<file path="src/rtl/bcd_pkg.sv">
// Shared BCD digit type, constants and digit validity helper.
// Used by the counter top and its per-digit step logic.
package bcd_pkg;

    localparam int BCD_DIGIT_W = 4;
    localparam logic [BCD_DIGIT_W-1:0] BCD_MAX_DIGIT = 4'd9;

    typedef logic [BCD_DIGIT_W-1:0] bcd_digit_t;

    function automatic logic is_bcd_digit(input bcd_digit_t d);
        return (d <= BCD_MAX_DIGIT);
    endfunction

endpackage

</file>
<file path="src/rtl/bcd_digit_step.sv">
// Purpose: one BCD digit of an increment/decrement carry/borrow chain.
// Latency: purely combinational.
// Backpressure: none; the digit passes through unchanged when cin is low.
module bcd_digit_step
    import bcd_pkg::*;
(
    input  bcd_digit_t digit,
    input  logic       cin,
    input  logic       up,
    output bcd_digit_t next_digit,
    output logic       cout
);

    always_comb begin
        next_digit = digit;
        cout       = 1'b0;
        if (cin) begin
            if (up) begin
                if (digit >= BCD_MAX_DIGIT) begin
                    next_digit = '0;
                    cout       = 1'b1;
                end else begin
                    next_digit = digit + bcd_digit_t'(1);
                end
            end else begin
                if (digit == '0) begin
                    next_digit = BCD_MAX_DIGIT;
                    cout       = 1'b1;
                end else begin
                    next_digit = digit - bcd_digit_t'(1);
                end
            end
        end
    end

endmodule

</file>
<file path="src/rtl/bcd_counter_4digits.sv">
// Purpose: DIGITS-wide BCD up/down counter with validated parallel load (BCD_SATURATE_EN: clamp at limits).
// Latency: one cycle from sampled load/en/up to count, tc and load_err; all outputs registered.
// Backpressure: none; load > en > hold every cycle, bad loads rejected with a load_err pulse.
module bcd_counter_4digits
    import bcd_pkg::*;
#(
    parameter int DIGITS = 4
) (
    input  logic                      clk,
    input  logic                      rst_n,
    input  logic                      en,
    input  logic                      up,
    input  logic                      load,
    input  logic [BCD_DIGIT_W*DIGITS-1:0] load_val,
    output logic [BCD_DIGIT_W*DIGITS-1:0] count,
    output logic                      tc,
    output logic                      load_err
);

    localparam int W = BCD_DIGIT_W * DIGITS;

    logic [W-1:0]    step_val;
    logic [DIGITS:0] carry;
    logic            load_ok;
    logic [W-1:0]    count_nxt;
    logic            tc_nxt;
    logic            load_err_nxt;

    // The chain input is tied high; en decides whether the stepped value is used.
    assign carry[0] = 1'b1;

    for (genvar i = 0; i < DIGITS; i++) begin : g_digit
        bcd_digit_step u_step (
            .digit      (count[i*BCD_DIGIT_W +: BCD_DIGIT_W]),
            .cin        (carry[i]),
            .up         (up),
            .next_digit (step_val[i*BCD_DIGIT_W +: BCD_DIGIT_W]),
            .cout       (carry[i+1])
        );
    end

    always_comb begin
        load_ok = 1'b1;
        for (int i = 0; i < DIGITS; i++) begin
            if (!is_bcd_digit(load_val[i*BCD_DIGIT_W +: BCD_DIGIT_W])) begin
                load_ok = 1'b0;
            end
        end
    end

    // A carry out of the top digit means the count is at its limit in the current direction.
    always_comb begin
        count_nxt    = count;
        tc_nxt       = 1'b0;
        load_err_nxt = 1'b0;
        if (load) begin
            if (load_ok) begin
                count_nxt = load_val;
            end else begin
                load_err_nxt = 1'b1;
            end
        end else if (en) begin
            if (carry[DIGITS]) begin
                tc_nxt = 1'b1;
`ifdef BCD_SATURATE_EN
                count_nxt = count;
`else
                count_nxt = step_val;
`endif
            end else begin
                count_nxt = step_val;
            end
        end
    end

    always_ff @(posedge clk or negedge rst_n) begin
        if (!rst_n) begin
            count    <= '0;
            tc       <= 1'b0;
            load_err <= 1'b0;
        end else begin
            count    <= count_nxt;
            tc       <= tc_nxt;
            load_err <= load_err_nxt;
        end
    end

endmodule
</file>
<file path="config.mk">
export PLATFORM = sky130hd
export DESIGN_NAME = bcd_counter_4digits
export DESIGN_NICKNAME = d
export VERILOG_FILES = /design/src/rtl/bcd_pkg.sv /design/src/rtl/bcd_digit_step.sv /design/src/rtl/bcd_counter_4digits.sv
export SDC_FILE = /design/constraint.sdc
export NUM_CORES = 1
export LEC_CHECK = 0
export CAP_MARGIN = 20
export CORE_ASPECT_RATIO = 0.5
export CORE_MARGIN = 2
export CORE_UTILIZATION = 40
export CTS_CLUSTER_DIAMETER = 80
export DETAILED_ROUTE_END_ITERATION = 10
export DONT_BUFFER_PORTS = 1
export GPL_ROUTABILITY_DRIVEN = 0
export MAX_ROUTING_LAYER = met4
export PLACE_DENSITY = 0.5
export SLEW_MARGIN = 30
export SYNTH_ARGS = -nofsm -noshare
export SYNTH_HDL_FRONTEND = slang
export SYNTH_SLANG_ARGS = --single-unit
</file>
<file path="constraint.sdc">
create_clock -name clk -period 4.24 [get_ports clk]
set_input_delay 0.848 -clock clk [delete_from_list [all_inputs] [get_ports clk]]
set_output_delay 0.848 -clock clk [all_outputs]
set_load 0.02 [all_outputs]
</file>
==> results of run 1 <==
-- layout by cell type (no fill, tap or decap), drive strengths merged, types with 3 or more instances in the layout --
cell,Yosys,routed
a211oi,3,3
o22ai,4,4
mux2,7,7
o21ai,17,17
nor3b,4,4
a31oi,7,7
nor2,14,14
inv,16,16
dfrtp,18,18
a221oi,5,5
a22oi,3,3
nor2b,3,3
mux2i,5,5
ha,13,13
clkbuf,5,4
nand2,18,18
o21bai,3,3
or3b,4,4
a21oi,9,9
-- worst max path at each step --
stage          slack, ns         start         to  depth (start not counted)
2_1_floorplan       2.03  load_val[14]  count[10]                          7
3_3_place_gp        1.84      count[0]   count[6]                          7
3_5_place_dp        1.85      count[0]   count[5]                          7
4_1_cts             1.83      count[0]   count[6]                          7
5_1_grt             1.66      count[8]  count[13]                          7
6_report            1.82      count[0]   count[6]                          7
-- flip-flops by register name, indices dropped and copies added, names as in the netlist --
| register | flops |
|---|---|
| count | 16 |
| load_err | 1 |
| tc | 1 |
-- routing by layer --
metal,up-vias,GRT usage [%]
met5,-,-
met4,0,0.694
met3,2,7.38
met2,52,28.1
met1,707,28.5
li1,747,-
-- cells by family (layout without fill, tap and decap cells) --
logic type               count (synthesis)  after routing
AO/OA/AOI/OAI                           70             70
XOR/XNOR                                 3              3
adder cells (fa/ha/maj)                 13             13
buffers and inverters                   28             22
flip-flops                              18             18
multiplexers                            12             12
AND/OR/NAND/NOR                         59             59
-- power by group --
| group | switching [uW] | internal (uW) |
|---|---|---|
| sequential | 242 | 236 |
| clock | 65.6 | 82.6 |
| combinational | 284 | 262 |
-- stage by stage --
stage / total power (uW) / std cells / setup slack (ns)
detailed placement: 1020 / 247 / 1.85
floorplan: 919 / 203 / 2.03
CTS: 1180 / 251 / 1.83
global placement: 1020 / 247 / 1.84
global route: 1290 / 251 / 1.66
finish: 1170 / 251 / 1.82
-- area by class of cell --
cell class | count | share of cell area (%)
clock buffers | 4 | 3.04
inverters | 18 | 3.74
flip-flops and latches | 18 | 24.9
multi-input cells | 157 | 64.6
well taps | 54 | 3.74
-- worst max-delay path, stage by stage, from the launching register on --
cell	delay [ns]
dfrtp_1	0.54
inv_1	0.16
ha_1	0.25
or3b_4	0.42
o22ai_2	0.25
nand2_1	0.08
nand2_1	0.23
mux2_2	0.37
==> flow_summary_export.csv, run 1 <==
group,metric,value,unit
outcome,status,"finished clean",
clock_tree,clockBufferDepth,2,
synthesis,synthMuxAreaShare,7.40,%
clock_tree,root_buffer,"clkbuf_8",
routing,detail_route.wl_per_cell,18.1,um
synthesis,synth_top_cell_by_area,"dfrtp_1",
synthesis,synthXorXnorAreaFrac,1.51,%
final_layout,drive_above_1_share,11.2,%
sta,tightest_slew,0.601,ns
synthesis,syn_avg_cell_area,8.58,um^2
clock_tree,cts_sinks,18,
routing,via_per_inst,6.01,
synthesis,ys_ff_latch,18,
final_layout,fin_area,1810,um^2
final_layout,multi_input_area,1170,um^2
final_layout,register_area,450,um^2
routing,top_layer,"met4",
clock_tree,cts_max_level,1,
power_and_ir_drop,max-vdd-ir-drop,351,uV
power_and_ir_drop,powerDensity,649,nW/um^2
synthesis,synth_top_family_by_area,"compound AO/OA/AOI/OAI gates",
grt,antenna_found_initial,0,
clock_tree,postCtsSetupRepairBufs,0,
routing,met2WireLength,1770,um
clock_tree,clk_pin_slew,0.08,ns
synthesis,synth_edf_count,0,
clock_tree,cts_tree,"done",
final_layout,diodes,0,
sta,report.final.slew_viol_count,0,
clock_tree,numCtsBuffers,3,
floorplanning,rows,16,
grt,grt_pass1_vias,1431,
setup_path,reg2reg_from,"count[0]",
setup_path,rr_worst_depth,7,
floorplanning,ios,39,
setup_path,start_kind,"flop",
synthesis,synth_compound_area_share,29.2,%
synthesis,yosysWarnings,0,
setup_path,critical_path_class,"reg2reg",
final_layout,final_util,44.7,%
min_path,min_path_type,"in2async",
floorplanning,initial_core_util,43.1,%
synthesis,synthTopCellsByCount,"18 x dfrtp_1, 17 x nand2_1, 16 x inv_1",
sta,hold_slack,0.271,ns
floorplanning,core-area,4040,um^2
synthesis,netlist_instances,203,
grt,track_usage,19.9,%
synthesis,yosysMostFrequentCell,"dfrtp_1",
sta,fin_tns_setup,0,ns
setup_path,worstPathRequired,4.39,ns
synthesis,synthAdderAreaFrac,9.34,%
setup_path,endpoint_kind,"flop",
grt,grt_overflow,0,
clock_tree,ctsResizeCount,0,
final_layout,fill_cells,407,
final_layout,synthToLayoutAreaGrowth,3.81,%
clock_tree,insertion_delay,0.26,ns
synthesis,synth_area_leaders,"dfrtp_1 26%, ha_1 9.3%, o21ai_0 4.0%",
setup_path,arrival,2.57,ns
synthesis,synth.cell_area,1740,um^2
setup_path,r2r-end,"count[6]",
synthesis,postSynth.asyncResetShare,100,%
synthesis,synthSimpleGateAreaFrac,19.6,%
floorplanning,die_y,50.7,um
grt,grt_pass1_wl,7580,um
setup_path,crit_fanout,8,
sta,period_needed,2.42,ns
routing,route.met3.wl,399,um
routing,wl_met1,2380,um
routing,drc_errors,0,
sta,relSlewSlack,59.8,%
run,drv_cap,0,
sta,skew,0.00748,ns
sta,period_share,57.0,%
routing,drtIter0Drc,58,
final_layout,fin_nets,232,
setup_path,reg2reg_slack,1.82,ns
synthesis,synth_top_area_share,25.9,%
clock_tree,hold_buffers,0,
placed_design,place.port_buffers,0,
routing,wirelength,4550,um
sta,rsz0062_at_grt,"false",
grt,grt_max_degree,30,
sta,max_freq,0.414,GHz
synthesis,synth_cell_types,60,
routing,drtAntennaViolNets,0,
floorplanning,dieArea,4930,um^2
synthesis,syn_nets,237,
sta,hold_viol,0,
power_and_ir_drop,leakage,0.000771,uW
placed_design,placed_area,1750,um^2
routing,drtPass1Iterations,4,
routing,vias,1508,
sta,setup_viol,0,
floorplanning,fp.dieW,97.3,um
synthesis,seq_area_frac_synth,25.9,%
placed_design,dp_hpwl,3420,um
synthesis,yosys_most_used_dff,"dfrtp_1",
Power figures use the tool's default switching activity.
==> run 2, diff against run 1 <==
==> constraint.sdc (replaced) <==
create_clock -name clk -period 2.4 [get_ports clk]
set_input_delay 0.48 -clock clk [delete_from_list [all_inputs] [get_ports clk]]
set_output_delay 0.48 -clock clk [all_outputs]
set_load 0.02 [all_outputs]
==> flow_summary_export.csv, run 2 (synthesis results as in run 1) <==
group,metric,value,unit
outcome,status,"finished clean",
final_layout,layout_common_cells,"18 x dfrtp_1, 17 x nand2_1, 16 x inv_1, 16 x buf_4",
setup_path,reg2reg_slack,0.20,ns
sta,setup_viol,0,
setup_path,start_kind,"flop",
clock_tree,ctsResizeCount,0,
setup_path,cpMaxStageDelayCell,"or3b_4",
routing,drtAntennaViolNets,0,
setup_path,reg2reg_from,"count[1]",
setup_path,endpoint_kind,"flop",
final_layout,final_common_cell,"dfrtp_1",
placed_design,place.port_buffers,0,
placed_design,dp_hpwl,3550,um
sta,rsz0062_at_grt,"false",
setup_path,r2r-end,"count[5]",
setup_path,cp_common_cell,"nand2_1",
clock_tree,cts_tree,"done",
clock_tree,numCtsBuffers,3,
final_layout,synthToLayoutAreaGrowth,10.2,%
routing,detail_route.wl_per_cell,17.5,um
final_layout,diodes,0,
clock_tree,clk_pin_slew,0.08,ns
sta,relSlewSlack,58.9,%
routing,drtPass1Iterations,4,
sta,fin_tns_setup,0,ns
grt,track_usage,20.7,%
clock_tree,root_buffer,"clkbuf_8",
placed_design,dp_worst_setup_slack,0.213,ns
grt,grt_pass1_wl,7870,um
setup_path,crit_fanout,6,
setup_path,crit_family,"simple AND/OR/NAND/NOR gates",
routing,via_per_inst,5.84,
routing,wirelength,4670,um
setup_path,worstPathRequired,2.55,ns
final_layout,largest_reg_flops,16,
grt,grt_max_degree,30,
grt,grt_use_met1,31.7,%
grt,grt_pass1_vias,1483,
sta,period_share,91.8,%
clock_tree,postCtsSetupRepairBufs,0,
floorplanning,core-area,4040,um^2
floorplanning,initial_core_util,43.1,%
clock_tree,cts_sinks,18,
run,drv_cap,0,
routing,drtIter0Drc,89,
final_layout,drive_above_1_share,17.8,%
power_and_ir_drop,leakage,0.000846,uW
grt,met2_usage,27.9,%
final_layout,fin_area,1920,um^2
floorplanning,dieArea,4930,um^2
setup_path,rr_worst_depth,7,
setup_path,arrival,2.35,ns
placed_design,placed_area,1870,um^2
floorplanning,fp.dieW,97.3,um
sta,max_freq,0.454,GHz
routing,drc_errors,0,
sta,final.setup.worst_slack,0.196,ns
floorplanning,die_y,50.7,um
min_path,min_path_type,"in2async",
setup_path,critPathBufInv,1,
routing,vias,1558,
setup_path,worstPathCellList,"inv_1, ha_1, or3b_4, o22ai_2, nand2_1, nand2_1, mux2_2",
sta,report.final.slew_viol_count,0,
sta,hold_viol,0,
sta,tightest_slew,0.615,ns
setup_path,critical_path_class,"reg2reg",
grt,grtUsageMet3,5.85,%
grt,top_usage_layer,"met1",
power_and_ir_drop,powerDensity,1150,nW/um^2
grt,grt_overflow,0,
floorplanning,rows,16,
sta,period_needed,2.20,ns
clock_tree,insertion_delay,0.26,ns
grt,antenna_found_initial,0,
clock_tree,cts_max_level,1,
final_layout,top_register,"count",
power_and_ir_drop,max-vdd-ir-drop,576,uV
clock_tree,clockBufferDepth,2,
sta,skew,0.00486,ns
final_layout,fin_nets,249,
floorplanning,ios,39,
setup_path,slowest_delay,0.43,ns
final_layout,reg.largest.list,"count x16, load_err x1, tc x1",
[run 2: cell count changes in the layout (fill, tap and decap cells not counted), sizes merged]
| cell | previous run | this run |
|---|---|---|
| buf | 0 | 17 |
| clkbuf | 4 | 3 |
[run 2: how the worst max path moves through the flow]
stage / to / slack (ns) / cells after the start / start
after floorplan: count[5] / 0.26 / 7 / count[0]
after global placement: count[6] / 0.19 / 7 / count[1]
after detailed placement: count[6] / 0.21 / 7 / count[1]
after CTS: count[5] / 0.18 / 7 / count[1]
after global routing: count[5] / 0.07 / 7 / count[1]
final: count[5] / 0.20 / 7 / count[1]
[run 2: layout make-up]
type / count / area, um^2
well taps: 54 / 67.6
inverters: 18 / 67.6
repair buffers: 17 / 125
fillers: 398 / 2120
flip-flops and latches: 18 / 450
multi-input cells: 157 / 1170
clock buffers: 3 / 41.3
[run 2: worst reg2reg max path: stages, from the launching register on]
cell	delay [ns]
dfrtp_1	0.38
inv_1	0.13
ha_1	0.25
or3b_4	0.43
o22ai_2	0.24
nand2_1	0.08
nand2_1	0.22
mux2_2	0.37
[run 2: through the flow]
step | hold slack, ns | instances | util [%] | total power (uW)
after detailed placement | 0.185 | 263 | 46.3 | 1980
after CTS | 0.319 | 267 | 47.6 | 2220
after floorplan | 0.184 | 203 | - | 1620
after global placement | 0.185 | 263 | 46.3 | 1980
after global routing | 0.195 | 267 | 47.5 | 2440
final | 0.146 | 267 | 47.5 | 2210
[run 2: report_power, final]
group / internal, uW / switching [uW]
sequential: 422 / 137
combinational: 609 / 824
clock: 112 / 111
total: 1140 / 1070
[run 2: metal layers]
metal / part of all wire (%) / up-vias
met3: 8.4 / 2
met2: 40 / 65
met5: 0 / -
met4: 0.21 / 0
li1: - / 776
met1: 52 / 715
[run 2: what timing repair did]
item,CTS,global route
setup endpoints to repair,0,0
hold buffers,1,0
hold endpoints to repair,18,0
